## src/rtl/flash_op_sequencer_if.sv

```systemverilog
// flash_op_sequencer_if
//   Groups the controller-side request/data signals and the translator-side
//   bus-mode outputs of the flash operation sequencer into one bundle.
//   master : the SSD controller / translator side (drives requests, R/B, data)
//   slave  : the sequencer itself
// Signals
//   start, op[1:0], die_sel, col_addr[15:0], row_addr[23:0] : operation request
//   rb1_ctrl, rb2_ctrl                                        : die ready/busy (1 = ready)
//   wdata_valid, wdata[7:0], wdata_ready                      : program data stream
//   rdata_ready, rdata_strobe                                 : read data stream
//   cmd_mode[2:0], ce, dq_out[7:0]                            : translator bus controls
//   busy, done, timeout                                       : operation status
interface flash_op_sequencer_if;
  logic        start;
  logic [1:0]  op;
  logic        die_sel;
  logic [15:0] col_addr;
  logic [23:0] row_addr;
  logic        rb1_ctrl;
  logic        rb2_ctrl;
  logic        wdata_valid;
  logic [7:0]  wdata;
  logic        rdata_ready;
  logic [2:0]  cmd_mode;
  logic        ce;
  logic [7:0]  dq_out;
  logic        wdata_ready;
  logic        rdata_strobe;
  logic        busy;
  logic        done;
  logic        timeout;

  modport master (
    output start, op, die_sel, col_addr, row_addr, rb1_ctrl, rb2_ctrl,
           wdata_valid, wdata, rdata_ready,
    input  cmd_mode, ce, dq_out, wdata_ready, rdata_strobe, busy, done, timeout
  );

  modport slave (
    input  start, op, die_sel, col_addr, row_addr, rb1_ctrl, rb2_ctrl,
           wdata_valid, wdata, rdata_ready,
    output cmd_mode, ce, dq_out, wdata_ready, rdata_strobe, busy, done, timeout
  );
endinterface

```

## src/rtl/flash_op_sequencer.sv

```systemverilog
// flash_op_sequencer
//   Runs one NAND operation (RESET, READ PAGE, PROGRAM PAGE, ERASE BLOCK) by
//   emitting one bus-mode code per cycle, plus die select and command/address/
//   data bytes, towards the flash command translator. Waits on the selected
//   die's ready/busy line and streams page data with simple handshakes.
//   Every output is a register: the values seen in a cycle were decided at the
//   clock edge that began it, so data handshakes report the byte taken at the
//   previous edge.
// Ports
//   clock_100 : system clock, rising edge
//   rst       : synchronous active-high reset
//   bus       : flash_op_sequencer_if.slave (request, R/B, data streams, outputs)
module flash_op_sequencer #(
  parameter int PAGE_BYTES     = 2048,
  parameter int TWB_CYCLES     = 10,
  parameter int TIMEOUT_CYCLES = 400000,
  parameter int CNT_W          = 12
) (
  input logic                  clock_100,
  input logic                  rst,
  flash_op_sequencer_if.slave  bus
);

  localparam int WAIT_W = $clog2(TIMEOUT_CYCLES + 1);
  localparam logic [WAIT_W-1:0] TWB_LAST  = WAIT_W'(TWB_CYCLES - 1);
  localparam logic [WAIT_W-1:0] TO_LAST   = WAIT_W'(TIMEOUT_CYCLES - 1);
  localparam logic [CNT_W-1:0]  BYTE_LAST = CNT_W'(PAGE_BYTES - 1);

  localparam logic [2:0] MODE_STANDBY = 3'd0;
  localparam logic [2:0] MODE_IDLE    = 3'd1;
  localparam logic [2:0] MODE_CMD     = 3'd3;
  localparam logic [2:0] MODE_ADDR    = 3'd4;
  localparam logic [2:0] MODE_DIN     = 3'd5;
  localparam logic [2:0] MODE_DOUT    = 3'd6;

  typedef enum logic [1:0] {OP_RESET, OP_READ, OP_PROGRAM, OP_ERASE} op_t;

  typedef enum logic [3:0] {
    ST_IDLE, ST_CMD1, ST_ADDR, ST_DIN, ST_CMD2,
    ST_WAIT_WB, ST_WAIT_RB, ST_DOUT, ST_DONE
  } state_t;

  state_t            r_state;
  op_t               r_op;
  logic              r_dieSel;
  logic [15:0]       r_colAddr;
  logic [23:0]       r_rowAddr;
  logic              r_gap;
  logic [2:0]        r_addrIdx;
  logic [CNT_W-1:0]  r_byteCnt;
  logic              r_pageDone;
  logic [WAIT_W-1:0] r_waitCnt;

  logic w_rbReady;
  logic w_lastByte;
  logic w_lastAddr;

  function automatic logic [7:0] cmd1Byte(input op_t op);
    case (op)
      OP_RESET:   cmd1Byte = 8'hFF;
      OP_READ:    cmd1Byte = 8'h00;
      OP_PROGRAM: cmd1Byte = 8'h80;
      default:    cmd1Byte = 8'h60;
    endcase
  endfunction

  function automatic logic [7:0] cmd2Byte(input op_t op);
    case (op)
      OP_READ:    cmd2Byte = 8'h30;
      OP_PROGRAM: cmd2Byte = 8'h10;
      default:    cmd2Byte = 8'hD0;
    endcase
  endfunction

  // Address byte order: col low, col high, row low, row mid, row high.
  // ERASE starts at index 2 so it only sends the row bytes.
  function automatic logic [7:0] addrByte(input logic [2:0] idx,
                                          input logic [15:0] col,
                                          input logic [23:0] row);
    case (idx)
      3'd0:    addrByte = col[7:0];
      3'd1:    addrByte = col[15:8];
      3'd2:    addrByte = row[7:0];
      3'd3:    addrByte = row[15:8];
      default: addrByte = row[23:16];
    endcase
  endfunction

  // Only the selected die's ready/busy line is ever looked at.
  assign w_rbReady  = r_dieSel ? bus.rb2_ctrl : bus.rb1_ctrl;
  assign w_lastByte = (r_byteCnt == BYTE_LAST);
  assign w_lastAddr = (r_addrIdx == 3'd4);

  // Single FSM register block. Each branch decides the next state together
  // with the bus outputs for the coming cycle; command/address bytes use
  // r_gap to insert the bus_idle cycle after each byte. The byte counter
  // stops at PAGE_BYTES-1 and r_pageDone marks the final accepted byte, so
  // it never wraps.
  always_ff @(posedge clock_100) begin
    if (rst) begin
      r_state          <= ST_IDLE;
      r_op             <= OP_RESET;
      r_dieSel         <= 1'b0;
      r_colAddr        <= '0;
      r_rowAddr        <= '0;
      r_gap            <= 1'b0;
      r_addrIdx        <= '0;
      r_byteCnt        <= '0;
      r_pageDone       <= 1'b0;
      r_waitCnt        <= '0;
      bus.cmd_mode     <= MODE_STANDBY;
      bus.ce           <= 1'b1;
      bus.dq_out       <= '0;
      bus.wdata_ready  <= 1'b0;
      bus.rdata_strobe <= 1'b0;
      bus.busy         <= 1'b0;
      bus.done         <= 1'b0;
      bus.timeout      <= 1'b0;
    end else begin
      bus.cmd_mode     <= MODE_IDLE;
      bus.dq_out       <= '0;
      bus.wdata_ready  <= 1'b0;
      bus.rdata_strobe <= 1'b0;
      bus.done         <= 1'b0;
      bus.timeout      <= 1'b0;
      case (r_state)
        ST_IDLE: begin
          bus.cmd_mode <= MODE_STANDBY;
          if (bus.start) begin
            r_op         <= op_t'(bus.op);
            r_dieSel     <= bus.die_sel;
            r_colAddr    <= bus.col_addr;
            r_rowAddr    <= bus.row_addr;
            r_gap        <= 1'b0;
            r_addrIdx    <= '0;
            r_byteCnt    <= '0;
            r_pageDone   <= 1'b0;
            r_waitCnt    <= '0;
            bus.busy     <= 1'b1;
            bus.ce       <= !bus.die_sel;
            bus.cmd_mode <= MODE_CMD;
            bus.dq_out   <= cmd1Byte(op_t'(bus.op));
            r_state      <= ST_CMD1;
          end
        end
        ST_CMD1: begin
          if (!r_gap) begin
            r_gap <= 1'b1;
          end else begin
            r_gap <= 1'b0;
            if (r_op == OP_RESET) begin
              r_waitCnt <= '0;
              r_state   <= ST_WAIT_WB;
            end else begin
              r_addrIdx    <= (r_op == OP_ERASE) ? 3'd2 : 3'd0;
              bus.cmd_mode <= MODE_ADDR;
              bus.dq_out   <= (r_op == OP_ERASE) ? r_rowAddr[7:0] : r_colAddr[7:0];
              r_state      <= ST_ADDR;
            end
          end
        end
        ST_ADDR: begin
          if (!r_gap) begin
            r_gap <= 1'b1;
          end else if (!w_lastAddr) begin
            r_gap        <= 1'b0;
            r_addrIdx    <= r_addrIdx + 3'd1;
            bus.cmd_mode <= MODE_ADDR;
            bus.dq_out   <= addrByte(r_addrIdx + 3'd1, r_colAddr, r_rowAddr);
          end else begin
            r_gap <= 1'b0;
            if (r_op == OP_PROGRAM) begin
              r_state <= ST_DIN;
              if (bus.wdata_valid) begin
                bus.cmd_mode    <= MODE_DIN;
                bus.dq_out      <= bus.wdata;
                bus.wdata_ready <= 1'b1;
                if (w_lastByte) r_pageDone <= 1'b1;
                else            r_byteCnt  <= r_byteCnt + 1'b1;
              end
            end else begin
              bus.cmd_mode <= MODE_CMD;
              bus.dq_out   <= cmd2Byte(r_op);
              r_state      <= ST_CMD2;
            end
          end
        end
        ST_DIN: begin
          if (r_pageDone) begin
            bus.cmd_mode <= MODE_CMD;
            bus.dq_out   <= cmd2Byte(r_op);
            r_state      <= ST_CMD2;
          end else if (bus.wdata_valid) begin
            bus.cmd_mode    <= MODE_DIN;
            bus.dq_out      <= bus.wdata;
            bus.wdata_ready <= 1'b1;
            if (w_lastByte) r_pageDone <= 1'b1;
            else            r_byteCnt  <= r_byteCnt + 1'b1;
          end
        end
        ST_CMD2: begin
          if (!r_gap) begin
            r_gap <= 1'b1;
          end else begin
            r_gap     <= 1'b0;
            r_waitCnt <= '0;
            r_state   <= ST_WAIT_WB;
          end
        end
        ST_WAIT_WB: begin
          if (r_waitCnt == TWB_LAST) begin
            r_waitCnt <= '0;
            r_state   <= ST_WAIT_RB;
          end else begin
            r_waitCnt <= r_waitCnt + 1'b1;
          end
        end
        ST_WAIT_RB: begin
          if (w_rbReady) begin
            if (r_op == OP_READ) begin
              r_state <= ST_DOUT;
              if (bus.rdata_ready) begin
                bus.cmd_mode     <= MODE_DOUT;
                bus.rdata_strobe <= 1'b1;
                if (w_lastByte) r_pageDone <= 1'b1;
                else            r_byteCnt  <= r_byteCnt + 1'b1;
              end
            end else begin
              bus.done <= 1'b1;
              r_state  <= ST_DONE;
            end
          end else if (r_waitCnt == TO_LAST) begin
            r_waitCnt   <= r_waitCnt + 1'b1;
            bus.done    <= 1'b1;
            bus.timeout <= 1'b1;
            r_state     <= ST_DONE;
          end else begin
            r_waitCnt <= r_waitCnt + 1'b1;
          end
        end
        ST_DOUT: begin
          if (r_pageDone) begin
            bus.done <= 1'b1;
            r_state  <= ST_DONE;
          end else if (bus.rdata_ready) begin
            bus.cmd_mode     <= MODE_DOUT;
            bus.rdata_strobe <= 1'b1;
            if (w_lastByte) r_pageDone <= 1'b1;
            else            r_byteCnt  <= r_byteCnt + 1'b1;
          end
        end
        ST_DONE: begin
          bus.cmd_mode <= MODE_STANDBY;
          bus.ce       <= 1'b1;
          bus.busy     <= 1'b0;
          r_state      <= ST_IDLE;
        end
        default: begin
          bus.cmd_mode <= MODE_STANDBY;
          bus.busy     <= 1'b0;
          r_state      <= ST_IDLE;
        end
      endcase
    end
  end

endmodule

```

## src/flat_wrapper.sv

```systemverilog
// flat-port wrapper written by rule: the top's interface ports become plain ports
module flash_op_sequencer_flat 
#(
  parameter int PAGE_BYTES     = 2048,
  parameter int TWB_CYCLES     = 10,
  parameter int TIMEOUT_CYCLES = 400000,
  parameter int CNT_W          = 12
)
  (clock_100, rst, bus_start, bus_op, bus_die_sel, bus_col_addr, bus_row_addr, bus_rb1_ctrl, bus_rb2_ctrl, bus_wdata_valid, bus_wdata, bus_rdata_ready, bus_cmd_mode, bus_ce, bus_dq_out, bus_wdata_ready, bus_rdata_strobe, bus_busy, bus_done, bus_timeout);
  flash_op_sequencer_if bus_i ();
  input logic clock_100;
  input logic rst;
  input wire logic [$bits(bus_i.start)-1:0] bus_start;
  input wire logic [$bits(bus_i.op)-1:0] bus_op;
  input wire logic [$bits(bus_i.die_sel)-1:0] bus_die_sel;
  input wire logic [$bits(bus_i.col_addr)-1:0] bus_col_addr;
  input wire logic [$bits(bus_i.row_addr)-1:0] bus_row_addr;
  input wire logic [$bits(bus_i.rb1_ctrl)-1:0] bus_rb1_ctrl;
  input wire logic [$bits(bus_i.rb2_ctrl)-1:0] bus_rb2_ctrl;
  input wire logic [$bits(bus_i.wdata_valid)-1:0] bus_wdata_valid;
  input wire logic [$bits(bus_i.wdata)-1:0] bus_wdata;
  input wire logic [$bits(bus_i.rdata_ready)-1:0] bus_rdata_ready;
  output wire logic [$bits(bus_i.cmd_mode)-1:0] bus_cmd_mode;
  output wire logic [$bits(bus_i.ce)-1:0] bus_ce;
  output wire logic [$bits(bus_i.dq_out)-1:0] bus_dq_out;
  output wire logic [$bits(bus_i.wdata_ready)-1:0] bus_wdata_ready;
  output wire logic [$bits(bus_i.rdata_strobe)-1:0] bus_rdata_strobe;
  output wire logic [$bits(bus_i.busy)-1:0] bus_busy;
  output wire logic [$bits(bus_i.done)-1:0] bus_done;
  output wire logic [$bits(bus_i.timeout)-1:0] bus_timeout;
  assign bus_i.start = bus_start;
  assign bus_i.op = bus_op;
  assign bus_i.die_sel = bus_die_sel;
  assign bus_i.col_addr = bus_col_addr;
  assign bus_i.row_addr = bus_row_addr;
  assign bus_i.rb1_ctrl = bus_rb1_ctrl;
  assign bus_i.rb2_ctrl = bus_rb2_ctrl;
  assign bus_i.wdata_valid = bus_wdata_valid;
  assign bus_i.wdata = bus_wdata;
  assign bus_i.rdata_ready = bus_rdata_ready;
  assign bus_cmd_mode = bus_i.cmd_mode;
  assign bus_ce = bus_i.ce;
  assign bus_dq_out = bus_i.dq_out;
  assign bus_wdata_ready = bus_i.wdata_ready;
  assign bus_rdata_strobe = bus_i.rdata_strobe;
  assign bus_busy = bus_i.busy;
  assign bus_done = bus_i.done;
  assign bus_timeout = bus_i.timeout;
  flash_op_sequencer #(.PAGE_BYTES(PAGE_BYTES), .TWB_CYCLES(TWB_CYCLES), .TIMEOUT_CYCLES(TIMEOUT_CYCLES), .CNT_W(CNT_W)) u_core (.clock_100(clock_100), .rst(rst), .bus(bus_i));
endmodule
```

## config.mk

```make
export PLATFORM = sky130hd
export DESIGN_NAME = flash_op_sequencer_flat
export DESIGN_NICKNAME = d
export VERILOG_FILES = /design/src/rtl/flash_op_sequencer_if.sv /design/src/rtl/flash_op_sequencer.sv /design/src/flat_wrapper.sv
export SDC_FILE = /design/constraint.sdc
export NUM_CORES = 1
export LEC_CHECK = 0
export ABC_CLOCK_PERIOD_IN_PS = 2400
export BUFFER_PORTS_ARGS = -buffer_cell sky130_fd_sc_hd__buf_2
export CAP_MARGIN = 20
export CORE_MARGIN = 2
export CORE_UTILIZATION = 54
export DETAILED_ROUTE_END_ITERATION = 8
export GPL_TIMING_DRIVEN = 1
export PLACE_DENSITY = 0.76
export SLEW_MARGIN = 20
export SYNTH_ARGS = -nofsm -noshare
export SYNTH_HDL_FRONTEND = slang
export SYNTH_SLANG_ARGS = --single-unit
```

## constraint.sdc

```tcl
create_clock -name clock_100 -period 2.4 [get_ports clock_100]
set_input_delay 0.48 -clock clock_100 [delete_from_list [all_inputs] [get_ports clock_100]]
set_output_delay 0.48 -clock clock_100 [all_outputs]
set_load 0.1 [all_outputs]
```

# After elaboration in Yosys (flattened, before gate mapping)
# Index checks and enable logic that the tools add are counted.
dict set report totals {
  reg_bits 100
  out_inout_bits 17
  elab_cells 191
}
dict set report op_classes {
  add_sub_neg 3
  eq_ne 40
  n_mux 105
  bitwise 2
  reduce_logical 23
}
# op n
set ops {}
lappend ops {{12-bit 2-to-1 mux} 11}
lappend ops {{19-bit 2-to-1 mux} 6}
lappend ops {{19-bit one-hot mux with 5 select lines} 1}
lappend ops {{8-bit 2-to-1 mux} 10}
lappend ops {{8-bit one-hot mux with 4 select lines} 2}
lappend ops {{12-bit one-hot mux with 5 select lines} 1}
lappend ops {{3-bit 2-to-1 mux} 18}
lappend ops {{4-bit 2-to-1 mux} 11}
lappend ops {{4-bit one-hot mux with 8 select lines} 1}
lappend ops {{1-bit 2-to-1 mux} 31}
lappend ops {{9-bit AND reduction} 3}
lappend ops {{8-bit one-hot mux with 3 select lines} 1}
lappend ops {{2-bit by 1-bit inequality test with 1-bit output (second input constant)} 11}
lappend ops {{3-bit one-hot mux with 7 select lines} 1}
lappend ops {{19-bit by 1-bit adder with 19-bit output (second input constant)} 1}
lappend ops {{19-bit == test (second input constant)} 1}
lappend ops {{19-bit by 4-bit == test with 1-bit output (second input constant)} 1}
lappend ops {{4-bit by 3-bit == test with 1-bit output (second input constant)} 4}
lappend ops {{2-bit inequality test (second input constant)} 8}
lappend ops {{8-bit one-hot mux with 2 select lines} 1}
lappend ops {{12-bit by 1-bit adder with 12-bit output (second input constant)} 1}
lappend ops {{12-bit by 11-bit == test with 1-bit output (second input constant)} 1}
lappend ops {{1-bit one-hot mux with 2 select lines} 6}
lappend ops {{6-bit AND reduction} 2}
lappend ops {{other kinds (25)} 39}

# Logic depth before layout (Yosys ltp)
dict set report depth {
  word_depth 7
  mapped_depth 9
  depth_no_buf 8
}

# Least setup slack after synthesis
# OpenSTA, ideal clock, no wires.
dict set report synth_path {
  kind {reg-to-reg}
  startpoint {register u_core.r_waitCnt[0]}
  endpoint {register u_core.r_state[1]}
  setup_ps 95
  arrival_time_ps 2088
  setup_slack_ps 217
  path_stages_with_launch 7
  n_path_buf 0
  period_less_slack_ps 2183
  path_cell_list {dfxtp_1 > ha_1 > nand3_2 > or4_4 > a2111oi_4 > nand2_2 > a221oi_1}
}
dict set report synth_via {
  elab_chain_cells 3
}
# element line
set synth_rtl {}
lappend synth_rtl {{start, declared} flash_op_sequencer.sv:52} ;# logic [WAIT_W-1:0] r_waitCnt;
lappend synth_rtl {{start signal, assigned} flash_op_sequencer.sv:215} ;# r_waitCnt <= r_waitCnt + 1'b1;
lappend synth_rtl {{start signal, assigned} flash_op_sequencer.sv:233} ;# r_waitCnt <= r_waitCnt + 1'b1;
lappend synth_rtl {{start signal, assigned} flash_op_sequencer.sv:238} ;# r_waitCnt <= r_waitCnt + 1'b1;
lappend synth_rtl {{19-bit == test / 19-bit by 4-bit == test with 1-bit output (equally long branches)} {flash_op_sequencer.sv:232, flash_op_sequencer.sv:211}}
lappend synth_rtl {{3-bit by 1-bit inequality test with 1-bit output (no source line) / 2-bit by 1-bit inequality test with 1-bit output (equally long branches)} n/a}
lappend synth_rtl {{9-bit AND reduction (no source line) *} n/a}
lappend synth_rtl {{end signal, assigned} flash_op_sequencer.sv:230} ;# r_state <= ST_DONE;
lappend synth_rtl {{end signal, assigned} flash_op_sequencer.sv:236} ;# r_state <= ST_DONE;
lappend synth_rtl {{end signal, assigned} flash_op_sequencer.sv:244} ;# r_state <= ST_DONE;
lappend synth_rtl {{end, declared} flash_op_sequencer.sv:43} ;# state_t r_state;
# Every way passes the cells marked *; elsewhere a longest branch is shown, timed or not.
# A chain may end at the register's enable or synchronous reset.

# Worst setup path after layout
dict set report layout_path {
  startpoint {register u_core.r_waitCnt[15]}
  endpoint {register u_core.r_state[1]}
}
# The elaborated chain is that of the path after synthesis.

==> results.yml <==
flow_run:
  cap_viol_max_count: 0
min_path:
  worstHoldEndpoint: "u_core.r_rowAddr[19]"
  worstHoldStart: "bus_row_addr[19]"
  hold_depth: 3
  min_path_type: "input pin to register"
place:
  place_area_sq_mm: 0.00587
  dp_hpwl_mm: 10.7
  dp_cells: 871
  dp_slack_ps: 82.3
  globalplace.congestion: 0.919
  portBuffers: 74
timing:
  hold-worst-slack_ps: 323
  slew_viol_final: 0
  fin_crit_ps: 2270
  fin_ws_ps: 132
  finalCritPeriodShare_pct: 94.5
  fmax_mhz: 441
  setup_violations: 0
  clock_skew_ps: 22.1
  tightest_slew_ps: 619
  slew_headroom_pct: 58.7
  finalHoldViolations: 0
floorplan:
  dieArea_sq_mm: 0.0105
  die_h_um: 103
  coreArea_sq_mm: 0.00933
  ioPinCount: 75
  start_util_pct: 56.3
  dieWidth_um: 103
  num_rows: 35
critical_path:
  timing.rr.start: "u_core.r_waitCnt[15]"
  cp.arrival_ps: 2570
  r2r_slack_ps: 130
  reg2reg_depth: 7
  reg2reg_to: "u_core.r_state[1]"
  critPathMaxFanout: 5
  endpoint_kind: "register"
  crit_path_start_kind: "register"
  crit_required_ps: 2700
  critical_path_class: "register to register"
power_and_ir_drop:
  p_total_uw: 5550
  p_leak_uw: 0.00229
  peakVddDrop_mv: 0.525
  power.density_mw_per_mm2: 908
detailed_routing:
  vias: 5264
  drt_iter0_drc: 506
  post-route-drc-count: 0
  wire_per_inst_um: 16.3
  ant_nets: 0
  dr.pass1.iters: 8
  finalWirelength_mm: 14.5
  avgViaCountPerCell: 5.93
grt:
  grt_max_degree: 60
  grt_antenna_before_repair: 0
  grt-ovfl-total: 0
  grt_pass1_wl_mm: 23.6
  grt_pass1_vias: 4774
  track_usage_pct: 28.4
logic_synthesis:
  synth_edf_count: 0
  yosysSeqAreaShare_pct: 38.1
  post-synth-top-area-fraction_pct: 38.1
  synth_seq_cells: 100
  synth_area_leaders: "dfxtp_1 (38%), nand2_1 (8.3%), a21oi_1 (8.1%)"
  synth.avg_cell_area_sq_um: 7.74
  ys_async_sr_fraction_pct: 0
  synth.distinct_cells: 65
  yosys.area.top_type: "dfxtp_1"
  netlist_instances: 678
  yosys_warnings: 0
  syn_area_sq_mm: 0.00525
  ys.flop_type: "dfxtp_1"
  synth_nets: 752
layout:
  syn2layout_area_growth_pct: 16.4
  fillers: 836
  seq_area_sq_mm: 0.00200
  nNetsFinal: 828
  stdcell_count: 888
  mostFrequentLayoutCell: "nand2_1"
  final_cell_area_sq_mm: 0.00611
  multi_input_area_sq_mm: 0.00299
  insertedDiodeCount: 0
  drive_above_1_share_pct: 18.6
  final_cell_mix: "nand2_1 (116), dfxtp_1 (98), a21oi_1 (85), buf_2 (74), nor2_1 (68)"
clock_tree:
  cts_max_level: 3
  clock_latency_ps: 390
  clk_pin_slew_ps: 110
  clock_path_buffers: 2
  cts_tree: "done"
  clock_sinks: 100
  cts_buffers: 9
  clockRootBuffer: "clkbuf_8"
status:
  status: "complete, no violations"
routing by layer:
metal  global-route usage, %  part of all wire [%]  vias up
li1                        -                     -     2563
met3                    4.88                   6.8       26
met4                    9.74                   1.9        0
met2                    44.7                    46      217
met5                       0                     0        -
met1                    39.5                    45     2458
synthesized netlist by cell type, drive strengths merged, types with 4 or more instances:
cell / instances
a2111oi: 5
and2: 4
nor2b: 5
nand4: 6
nand3: 20
a31oi: 6
or3: 12
nand2: 117
mux2i: 14
a221oi: 6
a21oi: 85
nor4: 12
nor2: 68
o22ai: 7
clkbuf: 34
buf: 12
nor4b: 5
nor3: 13
nand2b: 7
a22oi: 10
o22a: 4
inv: 23
xnor2: 16
o21ai: 21
dfxtp: 100
ha: 16
o32ai: 4
a222oi: 5
how the worst max path moves through the flow:
stage,slack (ps),to,startpoint
after floorplan,220,u_core.r_state[1],u_core.r_waitCnt[0]
after global placement,130,u_core.r_state[1],u_core.r_waitCnt[1]
after detailed placement,80,u_core.r_state[1],u_core.r_waitCnt[1]
after CTS,50,u_core.r_state[1],u_core.r_waitCnt[1]
after global routing,-7,u_core.bus.done,u_core.r_waitCnt[15]
final,130,u_core.r_state[1],u_core.r_waitCnt[15]
report_power, final:
part,internal (uW),switching [uW]
Clock,625,590
Sequential,1890,194
Combinational,779,1470
critical path: stages (launching register included):
cell and delay, ps:
dfxtp_1 350, nor4_2 270, nand2_1 120, or4_4 580
a2111oi_4 310, buf_4 190, nand2_2 70, a221oi_1 300
timing repair:
item / CTS / global route
hold buffers: 0 / 0
setup buffers: 0 / 1
gates resized for setup: 0 / 4
setup endpoints to repair: 0 / 9
cell type report:
class	count	area share [%]
clock buffer	12	2.37
inverter	23	1.41
timing repair buffer	111	10.6
clock inverter	4	1.27
sequential	100	32.8
tap	129	2.64
multi-input combinational	509	48.9
stage by stage:
step,setup TNS [ps],utilization [%]
2_1_floorplan,0,-
5_1_grt,-7.39,65.5
3_3_place_gp,0,63.0
4_1_cts,0,65.3
3_5_place_dp,0,63.0
6_report,0,65.5
flip-flops by register name, indices dropped and copies added, names as in the netlist, 2 cells and up:
register             cells
u_core.bus.dq_out        8
u_core.r_op              2
u_core.bus.cmd_mode      3
u_core.r_rowAddr        24
u_core.r_addrIdx         3
u_core.r_waitCnt        19
u_core.r_colAddr        16
u_core.r_state           4
u_core.r_byteCnt        12
cell families after synthesis:
group | Yosys count | share of synthesized area [%]
AOI/OAI and AO/OA | 175 | 21.4
buffers and inverters | 69 | 5.20
muxes | 15 | 2.88
and+or+nand+nor | 286 | 25.7
adders and majority gates | 16 | 3.81
DFF | 100 | 38.1
xor gates and xnor gates | 17 | 2.84
Power figures use the tool's default switching activity.
